File: config.mk
export PLATFORM = sky130hd
export DESIGN_NAME = dm_arbiter
export DESIGN_NICKNAME = d
export VERILOG_FILES = /design/src/rtl/dm_arb_pkg.sv /design/src/rtl/dm_arb_pick.sv /design/src/rtl/dm_arbiter.sv
export SDC_FILE = /design/constraint.sdc
export NUM_CORES = 1
export LEC_CHECK = 0
export CAP_MARGIN = 5
export CORE_AREA = 2 2 155 157
export DETAILED_ROUTE_END_ITERATION = 8
export DIE_AREA = 0 0 157 159
export GPL_TIMING_DRIVEN = 0
export PLACE_DENSITY_LB_ADDON = 0.08
export SYNTH_ARGS = -nofsm -noshare
export SYNTH_HDL_FRONTEND = slang
export SYNTH_HIERARCHICAL = 1
export SYNTH_SLANG_ARGS = --single-unit
File: constraint.sdc
create_clock -name clk -period 3.1 [get_ports clk]
set_clock_uncertainty 0.2 [all_clocks]
set_input_delay 0.775 -clock clk [delete_from_list [all_inputs] [get_ports clk]]
set_output_delay 0.775 -clock clk [all_outputs]
set_load 0.005 [all_outputs]
File: src/rtl/dm_arb_pkg.sv
// dm_arb_pkg: shared types for the data-memory arbiter.
//   - size codes driven on *_size / mem_size
//   - arbiter FSM state encoding
//   - requester id type (0 = pipeline MEM stage, 1 = debug/DMA loader)
//   - is_aligned(): natural-alignment check for a size code and the low address bits
package dm_arb_pkg;

    localparam logic [1:0] SZ_WORD = 2'b00;
    localparam logic [1:0] SZ_HALF = 2'b01;
    localparam logic [1:0] SZ_BYTE = 2'b10;

    typedef enum logic [1:0] {
        IDLE  = 2'd0,
        ISSUE = 2'd1,
        RESP  = 2'd2
    } state_t;

    typedef logic id_t;

    // Size code 2'b11 falls into the default arm and is checked as a word.
    function automatic logic is_aligned(input logic [1:0] size, input logic [1:0] addr_lo);
        case (size)
            SZ_HALF: return ~addr_lo[0];
            SZ_BYTE: return 1'b1;
            default: return (addr_lo == 2'b00);
        endcase
    endfunction

endpackage

File: src/rtl/dm_arb_pick.sv
// dm_arb_pick: combinational winner select between the two requesters.
//   req[1:0]     in   request lines, bit n = port n
//   last_winner  in   id of the most recent grant (only with DM_ARB_RR_EN)
//   valid        out  at least one request is pending
//   winner       out  id of the port to grant
// Build option DM_ARB_RR_EN: when defined, contention goes to the port that did
// not win last; when undefined, port 0 always beats port 1.
module dm_arb_pick
    import dm_arb_pkg::*;
(
    input  logic [1:0] req,
`ifdef DM_ARB_RR_EN
    input  logic       last_winner,
`endif
    output logic       valid,
    output id_t        winner
);

    // NOTE: every output of a combinational block gets a value on every path
    // (here via the unconditional assignments), otherwise a latch is inferred.
    always_comb begin
        valid = |req;
`ifdef DM_ARB_RR_EN
        if (req == 2'b11) begin
            winner = ~last_winner;
        end else begin
            winner = ~req[0];
        end
`else
        winner = ~req[0];
`endif
    end

endmodule

File: src/rtl/dm_arbiter.sv
// dm_arbiter: shares the single-port data memory between port 0 (pipeline MEM
// stage) and port 1 (debug/DMA loader). Each transaction takes three cycles:
// grant (IDLE), memory access (ISSUE), response pulse (RESP).
//   clk, reset            clock; synchronous active-high reset
//   m*_req/we/size/addr/wdata/pc   request fields, held until granted
//   m*_gnt                one-cycle accept pulse
//   m*_rvalid / m*_err    completion pulse; err marks a misaligned, unperformed access
//   m*_rdata              per-port load result, held until that port's next load
//   mem_*                 command to the memory; mem_rdata is its combinational read data
// Build option DM_ARB_RR_EN: round-robin on contention (else port 0 has fixed priority).
module dm_arbiter
    import dm_arb_pkg::*;
#(
    parameter int ADDR_W = 32,
    parameter int DATA_W = 32
) (
    input  logic              clk,
    input  logic              reset,

    input  logic              m0_req,
    input  logic              m0_we,
    input  logic [1:0]        m0_size,
    input  logic [ADDR_W-1:0] m0_addr,
    input  logic [DATA_W-1:0] m0_wdata,
    input  logic [31:0]       m0_pc,
    output logic              m0_gnt,
    output logic              m0_rvalid,
    output logic              m0_err,
    output logic [DATA_W-1:0] m0_rdata,

    input  logic              m1_req,
    input  logic              m1_we,
    input  logic [1:0]        m1_size,
    input  logic [ADDR_W-1:0] m1_addr,
    input  logic [DATA_W-1:0] m1_wdata,
    input  logic [31:0]       m1_pc,
    output logic              m1_gnt,
    output logic              m1_rvalid,
    output logic              m1_err,
    output logic [DATA_W-1:0] m1_rdata,

    output logic              mem_we,
    output logic              mem_re,
    output logic [1:0]        mem_size,
    output logic [ADDR_W-1:0] mem_addr,
    output logic [DATA_W-1:0] mem_wdata,
    output logic [31:0]       mem_pc,
    input  logic [DATA_W-1:0] mem_rdata
);

    state_t            state, state_next;

    logic              cmd_we;
    logic [1:0]        cmd_size;
    logic [ADDR_W-1:0] cmd_addr;
    logic [DATA_W-1:0] cmd_wdata;
    logic [31:0]       cmd_pc;
    id_t               cmd_id;

    logic              pick_valid;
    id_t               pick_id;
    logic              grant;
    logic              aligned;
    logic              resp;

`ifdef DM_ARB_RR_EN
    logic              last_winner;
`endif

    dm_arb_pick u_pick (
        .req         ({m1_req, m0_req}),
`ifdef DM_ARB_RR_EN
        .last_winner (last_winner),
`endif
        .valid       (pick_valid),
        .winner      (pick_id)
    );

    // Grants are only given from IDLE; requests seen in ISSUE/RESP simply wait.
    assign grant  = (state == IDLE) & pick_valid & ~reset;
    assign m0_gnt = grant & (pick_id == 1'b0);
    assign m1_gnt = grant & (pick_id == 1'b1);

    assign aligned = is_aligned(cmd_size, cmd_addr[1:0]);

    always_comb begin
        state_next = state;
        case (state)
            IDLE:    if (pick_valid) state_next = ISSUE;
            ISSUE:   state_next = RESP;
            RESP:    state_next = IDLE;
            default: state_next = IDLE;
        endcase
    end

    // NOTE: sequential state is written with non-blocking assignments so every
    // register samples pre-edge values regardless of block ordering.
    always_ff @(posedge clk) begin
        if (reset) state <= IDLE;
        else       state <= state_next;
    end

    // Command registers feed mem_* directly, so they are reset to give a quiet
    // bus (all zero) straight out of reset.
    always_ff @(posedge clk) begin
        if (reset) begin
            cmd_we    <= 1'b0;
            cmd_size  <= SZ_WORD;
            cmd_addr  <= '0;
            cmd_wdata <= '0;
            cmd_pc    <= '0;
            cmd_id    <= 1'b0;
        end else if (grant) begin
            cmd_we    <= pick_id ? m1_we    : m0_we;
            cmd_size  <= pick_id ? m1_size  : m0_size;
            cmd_addr  <= pick_id ? m1_addr  : m0_addr;
            cmd_wdata <= pick_id ? m1_wdata : m0_wdata;
            cmd_pc    <= pick_id ? m1_pc    : m0_pc;
            cmd_id    <= pick_id;
        end
    end

`ifdef DM_ARB_RR_EN
    // Reset to 1 so port 0 wins the first contention.
    always_ff @(posedge clk) begin
        if (reset)      last_winner <= 1'b1;
        else if (grant) last_winner <= pick_id;
    end
`endif

    // Memory command. A write is blocked in a reset cycle so an interrupted
    // store never lands in memory.
    assign mem_we    = (state == ISSUE) & cmd_we & aligned & ~reset;
    assign mem_re    = (state == ISSUE) & ~cmd_we & aligned;
    assign mem_size  = cmd_size;
    assign mem_addr  = cmd_addr;
    assign mem_wdata = cmd_wdata;
    assign mem_pc    = cmd_pc;

    // Per-port load result registers: the read data is captured at the end of
    // ISSUE so it is already valid during the RESP pulse. A misaligned load
    // returns zero.
    always_ff @(posedge clk) begin
        if (reset) begin
            m0_rdata <= '0;
            m1_rdata <= '0;
        end else if ((state == ISSUE) && !cmd_we) begin
            if (cmd_id == 1'b0) m0_rdata <= aligned ? mem_rdata : '0;
            else                m1_rdata <= aligned ? mem_rdata : '0;
        end
    end

    // A reset in RESP drops the completion.
    assign resp      = (state == RESP) & ~reset;
    assign m0_rvalid = resp & (cmd_id == 1'b0);
    assign m1_rvalid = resp & (cmd_id == 1'b1);
    assign m0_err    = m0_rvalid & ~aligned;
    assign m1_err    = m1_rvalid & ~aligned;

endmodule

==> results of run 1 <==
[cell type report]
cell class                      instances  area [um^2]  share of cell area
Antenna cell                            1         2.50            0.000181
Buffer                                 90          468              0.0338
Clock buffer                           20          437              0.0315
Clock inverter                         12          225              0.0163
Inverter                                6         25.0             0.00181
Multi-Input combinational cell        642         4870               0.352
Sequential cell                       166         3330               0.240
Tap cell                              319          399              0.0288
Timing Repair Buffer                  412         4090               0.296
[per-layer routing]
| metal | GRT usage | up-vias | wire length, um | part of all wire |
|---|---|---|---|---|
| met2 | 0.463 | 273 | 16700 | 0.51 |
| met4 | 0.0746 | 4 | 747 | 0.023 |
| li1 | - | 4100 | - | - |
| met1 | 0.309 | 3965 | 13300 | 0.40 |
| met3 | 0.0672 | 48 | 2130 | 0.065 |
| met5 | 0 | - | 23 | 0.00070 |
[worst max path at each step]
stage	endpoint	slack [ns]	cells after the start
after floorplan	m1_gnt	0.30	7
after global placement	m1_gnt	-1.02	9
after detailed placement	m1_gnt	-1.02	9
after CTS	m1_gnt	0.0005	7
after global routing	mem_re	-0.05	7
final	mem_re	0.03	7
[cell usage in the layout (no fill, tap or decap), types with 4 or more instances in the layout]
master           instances
a211oi_2                99
buf_1                    7
buf_2                   12
buf_4                   27
bufinv_16                6
clkbuf_1                52
clkbuf_16               17
clkdlybuf4s50_1        392
dfxtp_1                164
inv_1                    4
mux2i_1                 99
nand2_1                132
nor2_1                 101
nor2b_1                 32
nor4bb_1                32
o211ai_1                64
or3b_2                  64
[registers in the layout (all words and copies together) (netlist names)]
name	flops
cmd_id	1
mem_addr	32
mem_pc	32
cmd_we	1
mem_wdata	32
mem_size	2
m1_rdata	32
m0_rdata	32
state	2
[power breakdown]
part,switching [mW],internal (mW)
combinational,0.757,0.853
sequential,0.0885,2.29
clock,0.917,1.52
total,1.76,4.66
[repair_timing]
| item | in CTS | in global routing |
|---|---|---|
| pin swaps | 4 | 1 |
| hold endpoints to repair | 0 | 0 |
| gates resized for setup | 52 | 6 |
| endpoints found under the setup margin | 8 | 6 |
| buffers inserted | 9 | 0 |
[worst min-delay path: cells and delay by family (launching register included)]
kind	cells	cell delay, ns
AO/OA/AOI/OAI	1	0.05
flip-flops	1	0.31
AND/OR/NAND/NOR	1	0.12
[cells by family after synthesis]
group	after synthesis	share of synthesized area
buf+inv	97	0.0533
fa+ha+maj	2	0.00291
simple gates	373	0.239
compound gates	168	0.204
flops	166	0.386
mux	99	0.115
==> results.cfg, run 1 <==
[status]
outcome = finished, final reports clean

[worst_setup_path]
cp_top_family = buffers and inverters
startpoint = mem_size[1]
critPathRequiredTime_ns = 2.12
r2r-end = m0_rdata[17]
critPathKind = reg -> out
rr_startpoint = mem_size[0]
start_kind = flop
crit_path_end_kind = primary output
reg2regPathDepth = 9
critPathMaxStageDelay_ns = 0.36
ff2ff_setup_slack_ns = 0.82
path_cells = ha_4, nand2b_4, a21o_1, buf_4, clkbuf_8, a2111oi_4, buf_2
cp_data_arrival_time_ns = 2.10
crit_path_max_fanout = 4
critPathSlowestCell = dfxtp_4
cp_num_buf_inv = 3

[global_routing]
grt_max_degree = 19
grt_pass1_vias = 8583
grt_overflow_total = 0
grt_pass1_wl_um = 50000
antenna_found_initial = 2
grt_use_total = 0.261

[route]
drc = 0
wl_per_cell_um = 19.7
antenna_left = 0
routed_via_density = 5.03
first_pass_iters = 4
drt_iter0_markers = 379
dr_total_vias = 8390
wirelength_um = 32900

[placed_design]
place_area_um2 = 13000
place_inst = 1627
place.gp.congestion = 0.850
io_buffers = 403
dpl.hpwl_um = 25300
dp_slack_ns = -1.02

[hold_path]
holdPathEnd = mem_addr[28]
worstHoldStart = mem_addr[28]
min_path_cells = 2
hold_class = reg -> reg

[layout]
final_layout_size_suffix_gt1_frac = 0.187
num-fill-cells = 2080
area_delta_synth_final_pct = 61.1
final_util = 0.597
nets = 1571
fin_cells = 1668
fin_area_um2 = 13900

[clock_tree]
insertion_delay_ns = 0.43
cts_buffer_depth = 2
numCtsBuffers = 17
clock-sinks = 166
root_buffer = clkbuf_16
cts_tree = yes
clk_pin_slew_ns = 0.07
cts_hold_buf = 0
cts_max_level = 4

[synth]
ys_types = 28
ys_seq_elements = 166
syn_area_per_cell_um2 = 9.50
netlist_top_cells_area = dfxtp_1 (39%), a211oi_2 (14%), mux2i_1 (12%)
ys.flop_type = dfxtp_1
synth_edf_count = 0
ys_seq_area_frac = 0.386
synthTopCellsByCount = dfxtp_1 (166), nand2_1 (132), nor2_1 (102)
syn_area_um2 = 8600
yosys.area.top_type = dfxtp_1
synth_nets = 1141
async_flop_share = 0
synth_top_area_frac = 0.386
synth.most_common_cell = dfxtp_1
yosysWarnings = 6
syn_inst = 905

[floorplan]
die_y_um = 159
fp.dieW_um = 157
coreArea_um2 = 23200
boundaryPins = 404
fp-row-count = 56
die-area_um2 = 25000
floorplan.initialDensity = 0.371

[sta]
setup_tns_ns = 0
finalMaxSlewViolations = 0
min_period_ns = 3.07
hold_violations = 0
relSlewSlack = 0.345
fmax_mhz = 325
worst_slew_pin_slew_ns = 0.983
whs_ns = 0.328
setup_viol = 0
period_share = 0.992
fin_ws_ns = 0.0254
rsz0062_at_grt = true

[run]
maxCapViolations = 0

[pwr]
powerDensity_nw_per_um2 = 463
power_mw = 6.42
vdd_drop_max_v = 0.000355
leakage_nw = 4.97
Power figures use the tool's default switching activity.
==> run 2, diff against run 1 <==
--- a/config.mk
+++ b/config.mk
@@ -7,6 +7,7 @@
 export LEC_CHECK = 0
 export CAP_MARGIN = 5
 export CORE_AREA = 2 2 155 157
+export CTS_CLUSTER_SIZE = 12
 export DETAILED_ROUTE_END_ITERATION = 8
 export DIE_AREA = 0 0 157 159
 export GPL_TIMING_DRIVEN = 0
==> results of run 2 <==
Same layout as run 1: the final DEF is identical, and so are final timing and power.
